[src/rtl/pdp10_membus_pkg.sv]
// rtl/pdp10_membus_pkg.sv - shared widths, state encoding and round-robin helper for the memory-bus arbiter
package pdp10_membus_pkg;
  localparam int MA_W   = 15;
  localparam int WORD_W = 36;
  localparam int SEL_W  = 4;
  localparam int TMO_W  = 10;
  localparam int IDX_W  = 3;

  typedef enum logic [2:0] {
    ST_IDLE  = 3'd0,
    ST_ADDR  = 3'd1,
    ST_RDATA = 3'd2,
    ST_WDATA = 3'd3,
    ST_DONE  = 3'd4
  } state_e;

  // Index of the master 'off' places after 'base' in round-robin order.
  function automatic logic [IDX_W-1:0] rr_wrap(input int base, input int off, input int n);
    return IDX_W'((base + off) % n);
  endfunction
endpackage

[src/rtl/rr_pick.sv]
// rtl/rr_pick.sv - combinational round-robin picker: first requester after the pointer wins
module rr_pick
  import pdp10_membus_pkg::*;
#(
  parameter int NM = 4
) (
  input  logic [NM-1:0]    req,
  input  logic [IDX_W-1:0] ptr,
  output logic [NM-1:0]    onehot,
  output logic [IDX_W-1:0] idx,
  output logic             any
);

  // Scan from farthest to nearest so the requester closest after ptr is left in idx.
  always_comb begin
    onehot = '0;
    idx    = '0;
    any    = |req;
    for (int off = NM; off >= 1; off--) begin
      if (req[rr_wrap(int'(ptr), off, NM)]) begin
        idx = rr_wrap(int'(ptr), off, NM);
      end
    end
    onehot[idx] = any;
  end

endmodule

[src/rtl/membus_arbiter.sv]
// rtl/membus_arbiter.sv - round-robin arbiter sharing one core-memory slave port among NM masters
module membus_arbiter
  import pdp10_membus_pkg::*;
#(
  parameter int NM      = 4,
  parameter int TIMEOUT = 1023
) (
  input  logic                clk,
  input  logic                reset_n,
  input  logic [NM-1:0]       m_rq_cyc,
  input  logic [NM-1:0]       m_rd_rq,
  input  logic [NM-1:0]       m_wr_rq,
  input  logic [NM*15-1:0]    m_ma,
  input  logic [NM*4-1:0]     m_sel,
  input  logic [NM-1:0]       m_fmc_select,
  input  logic [NM*36-1:0]    m_mb_write,
  input  logic [NM-1:0]       m_wr_rs,
  output logic [NM-1:0]       m_addr_ack,
  output logic [NM-1:0]       m_rd_rs,
  output logic [NM-1:0]       m_nxm,
  output logic [35:0]         m_mb_read,
  output logic                s_rq_cyc,
  output logic                s_rd_rq,
  output logic                s_wr_rq,
  output logic                s_fmc_select,
  output logic                s_wr_rs,
  output logic [14:0]         s_ma,
  output logic [3:0]          s_sel,
  output logic [35:0]         s_mb_write,
  input  logic                s_addr_ack,
  input  logic                s_rd_rs,
  input  logic [35:0]         s_mb_read,
  output logic [2:0]          grant,
  output logic                busy
);

  state_e             state;
  logic [IDX_W-1:0]   ptr;
  logic [NM-1:0]      grant_oh;
  logic [TMO_W-1:0]   tcnt;

  logic [NM-1:0]      pick_oh;
  logic [IDX_W-1:0]   pick_idx;
  logic               pick_any;

  logic               g_rq, g_rd, g_wr, g_fmc, g_wrs;
  logic [MA_W-1:0]    g_ma;
  logic [SEL_W-1:0]   g_sel;
  logic [WORD_W-1:0]  g_mbw;
  logic               tmo_hit, ack_ok, fwd;

  rr_pick #(.NM(NM)) u_pick (
    .req    (m_rq_cyc),
    .ptr    (ptr),
    .onehot (pick_oh),
    .idx    (pick_idx),
    .any    (pick_any)
  );

  always_comb begin
    g_rq  = m_rq_cyc[grant];
    g_rd  = m_rd_rq[grant];
    g_wr  = m_wr_rq[grant];
    g_fmc = m_fmc_select[grant];
    g_wrs = m_wr_rs[grant];
    g_ma  = m_ma[int'(grant)*MA_W +: MA_W];
    g_sel = m_sel[int'(grant)*SEL_W +: SEL_W];
    g_mbw = m_mb_write[int'(grant)*WORD_W +: WORD_W];
  end

  assign tmo_hit = (tcnt == TMO_W'(TIMEOUT - 1));
  // An ack only counts once the slave has actually seen our request.
  assign ack_ok  = s_addr_ack && s_rq_cyc;
  assign busy    = (state != ST_IDLE);

  // fwd: the slave copies stay live this edge; otherwise every s_* output is dropped.
  always_comb begin
    fwd = 1'b0;
    case (state)
      ST_ADDR:  fwd = g_rq && (ack_ok || !tmo_hit);
      ST_RDATA: fwd = g_rq && !(s_rd_rs && !g_wr);
      ST_WDATA: fwd = g_rq;
      default:  fwd = 1'b0;
    endcase
  end

  always_ff @(posedge clk or negedge reset_n) begin
    if (!reset_n) begin
      state        <= ST_IDLE;
      ptr          <= IDX_W'(NM - 1);
      grant        <= '0;
      grant_oh     <= '0;
      tcnt         <= '0;
      m_addr_ack   <= '0;
      m_rd_rs      <= '0;
      m_nxm        <= '0;
      m_mb_read    <= '0;
      s_rq_cyc     <= 1'b0;
      s_rd_rq      <= 1'b0;
      s_wr_rq      <= 1'b0;
      s_fmc_select <= 1'b0;
      s_wr_rs      <= 1'b0;
      s_ma         <= '0;
      s_sel        <= '0;
      s_mb_write   <= '0;
    end else begin
      m_addr_ack   <= '0;
      m_rd_rs      <= '0;
      m_nxm        <= '0;
      s_rq_cyc     <= fwd & g_rq;
      s_rd_rq      <= fwd & g_rd;
      s_wr_rq      <= fwd & g_wr;
      s_fmc_select <= fwd & g_fmc;
      s_wr_rs      <= fwd & g_wrs;
      s_ma         <= fwd ? g_ma  : '0;
      s_sel        <= fwd ? g_sel : '0;
      s_mb_write   <= fwd ? g_mbw : '0;

      case (state)
        ST_IDLE: begin
          if (pick_any) begin
            grant    <= pick_idx;
            grant_oh <= pick_oh;
            ptr      <= pick_idx;
            tcnt     <= '0;
            state    <= ST_ADDR;
          end
        end
        ST_ADDR: begin
          if (!g_rq) begin
            state <= ST_IDLE;
          end else if (ack_ok) begin
            m_addr_ack <= grant_oh;
            state      <= g_rd ? ST_RDATA : ST_WDATA;
          end else if (tmo_hit) begin
            m_nxm <= grant_oh;
            state <= ST_DONE;
          end else begin
            tcnt <= tcnt + TMO_W'(1);
          end
        end
        ST_RDATA: begin
          if (!g_rq) begin
            state <= ST_DONE;
          end else if (s_rd_rs) begin
            m_mb_read <= s_mb_read;
            m_rd_rs   <= grant_oh;
            state     <= g_wr ? ST_WDATA : ST_DONE;
          end
        end
        ST_WDATA: begin
          if (!g_rq) state <= ST_DONE;
        end
        ST_DONE: begin
          if (!g_rq) state <= ST_IDLE;
        end
        default: state <= ST_IDLE;
      endcase
    end
  end

endmodule
[config.mk]
export PLATFORM = sky130hd
export DESIGN_NAME = membus_arbiter
export DESIGN_NICKNAME = d
export VERILOG_FILES = /design/src/rtl/pdp10_membus_pkg.sv /design/src/rtl/rr_pick.sv /design/src/rtl/membus_arbiter.sv
export SDC_FILE = /design/constraint.sdc
export NUM_CORES = 1
export LEC_CHECK = 0
export ABC_AREA = 1
export ABC_CLOCK_PERIOD_IN_PS = 1450
export BUFFER_PORTS_ARGS = -buffer_cell sky130_fd_sc_hd__buf_2
export CAP_MARGIN = 10
export CORE_AREA = 2 2 151 153
export CTS_CLUSTER_DIAMETER = 80
export DETAILED_ROUTE_END_ITERATION = 7
export DIE_AREA = 0 0 153 155
export GPL_TIMING_DRIVEN = 0
export SLEW_MARGIN = 10
export SYNTH_ARGS = -nofsm -noshare
export SYNTH_HDL_FRONTEND = slang
export SYNTH_HIERARCHICAL = 1
export SYNTH_SLANG_ARGS = --single-unit
[constraint.sdc]
create_clock -name clk -period 1.45 [get_ports clk]
set_input_delay 0 -clock clk [delete_from_list [all_inputs] [get_ports clk]]
set_output_delay 0 -clock clk [all_outputs]
set_load 0.005 [all_outputs]
# Yosys cells after proc, flatten, opt, wreduce, memory -nomap -nowiden

Index checks and enable logic that the tools add are counted.

Bits in registers: 130
Output and inout port bits: 112
Logic and storage cells: 132

Add/subtract/negate cells: 5
Multipliers: 2
Order comparisons: 7
Equality and inequality tests: 13
Shift-type cells: 3
Mux-type cells: 54
Bitwise gates (word level): 10
Reductions and logical operators: 21

Operators by type and width:

| operator                                           | number |
|---|---|
| variable part select 144 x 10 -> 36 bit            | 1 |
| variable part select 60 x 8 -> 15 bit              | 1 |
| two-way mux 4 bit                                  | 11 |
| two-way mux 10 bit                                 | 4 |
| two-way mux 3 bit                                  | 13 |
| two-way mux 36 bit                                 | 1 |
| one-hot mux 10 bit (2 select lines)                | 1 |
| binary-select mux 1 bit (select 2 bit)             | 9 |
| less-than comparator 3 bit (second input constant) | 6 |
| variable part select 16 x 6 -> 4 bit               | 1 |
| two-way mux 15 bit                                 | 1 |
| one-hot mux 3 bit (5 select lines)                 | 1 |
| multiplier 3 x 4 -> 7 bit (second input constant)  | 2 |
| inequality test 2 bit (second input constant)      | 6 |
| two-way mux 1 bit                                  | 11 |
| adder 10 x 1 -> 10 bit (second input constant)     | 1 |
| == test 10 bit (second input constant)             | 1 |
| AND reduction 5 bit                                | 2 |
| OR reduction 2 bit                                 | 4 |
| == test 3 x 2 -> 1 bit (second input constant)     | 2 |
| AND 1 bit                                          | 5 |
| logical AND 1 bit                                  | 5 |
| adder 2 x 1 -> 2 bit (second input constant)       | 2 |
| adder 2 bit (second input constant)                | 2 |
| 17 further kinds                                   | 22 |

# Depth between registers and ports, before layout

Depth in word-level cells: 14
Depth in mapped cells: 14
Gate-level depth less buffers: 13

# Hierarchy

The synthesis kept the hierarchy.

Modules (own cells, without submodules):

| module         | instances | cells each | area an instance (um^2) | seq. area each (um^2) |
|---|---|---|---|---|
| membus_arbiter | 1         | 890        | 6721.4                  | 3255.6 |
| rr_pick        | 1         | 64         | 325.3                   | 0.0 |

# Worst setup path after synthesis

Ideal clock, no wire load.

Kind: reg-to-reg
Start point: register tcnt[0]
End point: register s_mb_write[26]
Setup time: 0.115 ns
Arrival: 1.442 ns
Data required time: 1.335 ns
Setup slack: -0.107 ns
Cell stages (with the launch flop): 12
Clock period less this slack: 1.557 ns
Path through: dfrtp_1 inv_1 ha_1 nand2_1 nor2_2 nand4_2 nand3_2 nand2_1 nand2_2 buf_6 buf_8 nor2_2

Cells in the longest elaborated chain, start to end: 6

Ends and longest elaborated chain:

| item                               | line                  | source |
|---|---|---|
| from (decl)                        | membus_arbiter.sv:40  | `logic [TMO_W-1:0] tcnt;` |
| from (signal assigned)             | membus_arbiter.sv:139 | `tcnt <= tcnt + TMO_W'(1);` |
| == test 10 bit                     | membus_arbiter.sv:71  | `assign tmo_hit = (tcnt == TMO_W'(TIMEOUT - 1));` |
| zero test 1 bit                    | membus_arbiter.sv:80  | `ST_ADDR: fwd = g_rq && (ack_ok \|\| !tmo_hit);` |
| logical OR 1 bit                   | membus_arbiter.sv:80  |  |
| logical AND 1 bit                  | membus_arbiter.sv:80  |  |
| one-hot mux 1 bit (3 select lines) | membus_arbiter.sv:79  | `case (state)` |
| two-way mux 36 bit                 | membus_arbiter.sv:117 | `s_mb_write <= fwd ? g_mbw : '0;` |
| to (signal assigned)               | membus_arbiter.sv:117 |  |
| to (decl)                          | membus_arbiter.sv:29  | `output logic [35:0] s_mb_write,` |

No other way between the ends.
A chain may end at the register's enable or synchronous reset.

# Worst setup path in the final report

Start point: register grant[0]
End point: register s_mb_write[11]

Cells in the longest elaborated chain, start to end: 8
Elaborated cells on any way between the ends: 13
Classes of those cells: mul (1); shift (1); mux (6); reduce/logical (5)

Ends and longest elaborated chain:

| item                                                                              | line                  | source |
|---|---|---|
| from (decl)                                                                       | membus_arbiter.sv:33  | `output logic [2:0] grant,` |
| from (signal assigned)                                                            | membus_arbiter.sv:122 | `grant <= pick_idx;` |
| parallel branches: the longest is 7 deep, another holds multiplier 3 x 4 -> 7 bit | -                     |  |
| two-way mux 36 bit *                                                              | membus_arbiter.sv:117 |  |

Mark *: on every way between the ends. The select of a mux whose other input is x is not followed.

==> reports/qor.txt <==
Most frequent CP cell = nand2_4
Mapped Area = 0.00705 sq mm
Iteration count of the initial detailed-routing pass = 5
CP peak stage delay = 0.47 ns
Detailed Route Iter0 Violations = 552
Depth of the worst hold-timing path = 5
First-pass GRT wire length = 45.2 mm
Skew-Pair Late Insertion Delay = 0.42 ns
Final min period = 1.70 ns
R2r worst-path depth = 10
Global route overflow = 0
CP bufs+invs = 5
Fraction of layout cells with a size suffix above 1 = 49.4%
Gr usage total = 24.1%
CP Data Required Time = 1.79 ns
Synth Net Count = 1236
Final core utilization = 59.4%
Clk_skew = 0.00972 ns
Number of flops mapped to enable cells by yosys = 0
Seq/Total Area, Yosys = 46.2%
Fin. Hold Viols = 0
Dominant synthesized flop cell = dfrtp_1
Vias in the first global route = 8685
Slack of the worst reg-to-reg path = -0.25 ns
Post-Layout Cell Count = 1831
Clock sink count = 130
YS warnings = 6
Syn-to-layout area delta = 87.3%
GP Congestion = 0.897
Core ar. = 0.0222 sq mm
DIE WIDTH = 153 um
Worst Slack Setup Final = -0.253 ns
CP Max Fanout = 8
Avg WL per Cell = 17.2 um
Failing checks = setup timing
Mean post-synth cell area = 7.39 sq um
Max Cap Violations = 0
Clock buffer depth = 2
Slew margin rel. = 54.7%
Pins over their slew limit = 0
Hpwl dp = 20.8 mm
Via-to-Cell Ratio = 4.92
Cell Rows = 55
Remaining antenna violation count = 0
Total wire length = 31.6 mm
Worst-Margin Slew = 0.680 ns
Worst Hold Slack = 0.0115 ns
DR vias = 9006
Worst r2r src = grant[0]
Pwr/cell area = 1910 mW/mm^2
I/O pin total = 392
# fillers = 1947
Die area = 0.0237 sq mm
Max Fclk = 0.587 GHz
Finish-stage setup viols = 128
Largest net degree at the start of global routing = 72
Final nets = 1814
Die Y = 155 um
Yosys reg bits = 130
CTS tree = done
CP Class = flip-flop to flip-flop
Port buffer count = 391
CP endpoint kind = flip-flop
Hold endpoint = s_mb_write[2]
Placed Area = 0.00943 sq mm
Hold_sp = m_mb_write[110]
Register clock-pin slew on the reported worst setup and hold paths = 0.07 ns
Area occupied by multi-input gates = 0.00416 sq mm
CP top delay family = buffers and inverters
CP arrival = 2.05 ns
Distinct cells, synth = 33
Setup_tns = -23.19 ns
Initial antenna violation count = 1
Crit start category = flip-flop
Period utilisation layout = 117%
Initial Util = 31.7%
Status = finished with violations
Hold WC Path Type = input pin to flip-flop
Worst R2R End = s_mb_write[11]
CTS Buf Count = 17
Drt drc = 0
Unrepaired setup endpoints after global routing = yes
Async set-reset flop share out of synthesis = 100%
FF/Latch Area = 0.00326 sq mm
Final Cell Area = 0.0132 sq mm
CTS H-Tree Depth = 4
Maximum vdd ir drop = 0.000917 V
Critical path depth = 10
Clk Tree Root Cell = clkbuf_16
P_leak = 6.84 nW
Slowest CP cell = dfrtp_2
Placed Instances = 1631
Critical path cell sequence = clkinv_4, buf_6, nand2_4, nand3_4, nand2_4, buf_8, nand2_8, buf_4, clkbuf_16, nor2_2
Mapped Cells = 954
[flip-flops by register name, indices dropped and copies added (netlist names)]
| name | cells |
|---|---|
| s_ma | 15 |
| s_fmc_select | 1 |
| s_wr_rs | 1 |
| grant_oh | 4 |
| s_sel | 4 |
| grant | 3 |
| ptr | 2 |
| m_nxm | 4 |
| tcnt | 10 |
| state | 3 |
| s_wr_rq | 1 |
| m_mb_read | 36 |
| m_addr_ack | 4 |
| s_mb_write | 36 |
| s_rq_cyc | 1 |
| m_rd_rs | 4 |
| s_rd_rq | 1 |
[per-layer routing]
| layer | GRT usage [%] | part of all wire, % | vias to the layer above |
|---|---|---|---|
| met5 | 0 | 0 | - |
| met4 | 9.96 | 4.1 | 0 |
| met2 | 42.9 | 51 | 491 |
| met3 | 4.74 | 6.9 | 98 |
| met1 | 28.7 | 38 | 4169 |
| li1 | - | - | 4248 |
[worst max-delay path by stage]
stage	from	endpoint	slack, ns
final	grant[0]	s_mb_write[11]	-0.25
after global routing	grant[0]	s_mb_write[11]	-0.33
after CTS	grant[0]	s_mb_write[27]	-0.17
after detailed placement	grant[0]	s_ma[2]	-0.76
after global placement	reset_n	s_mb_write[2]	-1.44
after floorplan	tcnt[0]	s_mb_write[26]	-0.07
[tightest hold or removal path, stage by stage]
cell and delay (ns):
buf_2 0.10, nor2_1 0.10, o22ai_1 0.09, nand2_1 0.06, nor2_1 0.04
[synth_stat cells, types with 7 or more instances]
cell,number,area (sq um)
buf_2,20,100
nand3_1,29,145
nand2_1,189,709
dfrtp_1,128,3200
nor2_1,186,698
o22ai_1,57,357
nor2_2,13,81.3
o21ai_0,143,716
inv_1,70,263
xor2_1,7,61.3
clkbuf_1,33,124
o21ai_1,16,80.1
inv_2,8,30.0
nand2_2,14,87.6
[kinds of logic (layout without fill, tap and decap cells)]
| group | Yosys count | in the layout | share of synthesized area (%) |
|---|---|---|---|
| AND/OR/NAND/NOR | 448 | 448 | 26.5 |
| AO/OA/AOI/OAI | 221 | 221 | 16.8 |
| buffers and inverters | 144 | 735 | 9.11 |
| flip-flops | 130 | 130 | 46.2 |
| XOR/XNOR | 8 | 8 | 0.994 |
| adder cells (fa/ha/maj) | 2 | 2 | 0.355 |
| other | 1 | 2 | 0.0532 |
[layout by cell type, fill, tap and decap left out, types with 15 or more instances in the layout]
master / count
nand2_2: 52
clkbuf_16: 28
buf_4: 41
nand3_1: 17
nor2_2: 20
nand2_4: 29
nor2_4: 51
inv_1: 64
buf_2: 392
nand2_1: 121
buf_12: 15
o21ai_1: 49
o21ai_2: 21
o21ai_0: 89
buf_6: 17
dlygate4sd3_1: 112
o22ai_1: 51
dfrtp_1: 126
nor2_1: 130
[stage by stage]
step	worst slack [ns]	total power [W]
after detailed placement	-0.760	0.0153
after global placement	-1.44	0.0152
final	-0.253	0.0253
after CTS	-0.166	0.0224
after floorplan	-0.0697	0.0115
after global routing	-0.335	0.0269
[final cells by class]
cell class | instances | area share [%]
multi-input combinational | 680 | 31.5
timing repair buffer | 564 | 29.4
buffer | 60 | 4.83
clock buffer | 19 | 3.28
sequential | 130 | 24.7
antenna | 1 | 0.0190
clock inverter | 13 | 1.15
tap | 285 | 2.70
inverter | 79 | 2.42
[power breakdown]
| group | leakage (nW) | internal (W) | total (W) | switching, W |
|---|---|---|---|---|
| logic | 4.79 | 0.00676 | 0.0156 | 0.00880 |
| registers | 1.77 | 0.00472 | 0.00538 | 0.000665 |
| clock network | 0.277 | 0.00257 | 0.00433 | 0.00176 |
[what timing repair did]
action	4_1_cts	5_1_grt
gates resized for setup	181	296
endpoints found under the hold margin	152	0
cloned	7	10
endpoints found under the setup margin	130	130
buffers inserted	27	20
pin swaps	29	36
hold buffers	112	0
(Power assumes the default switching activity.)
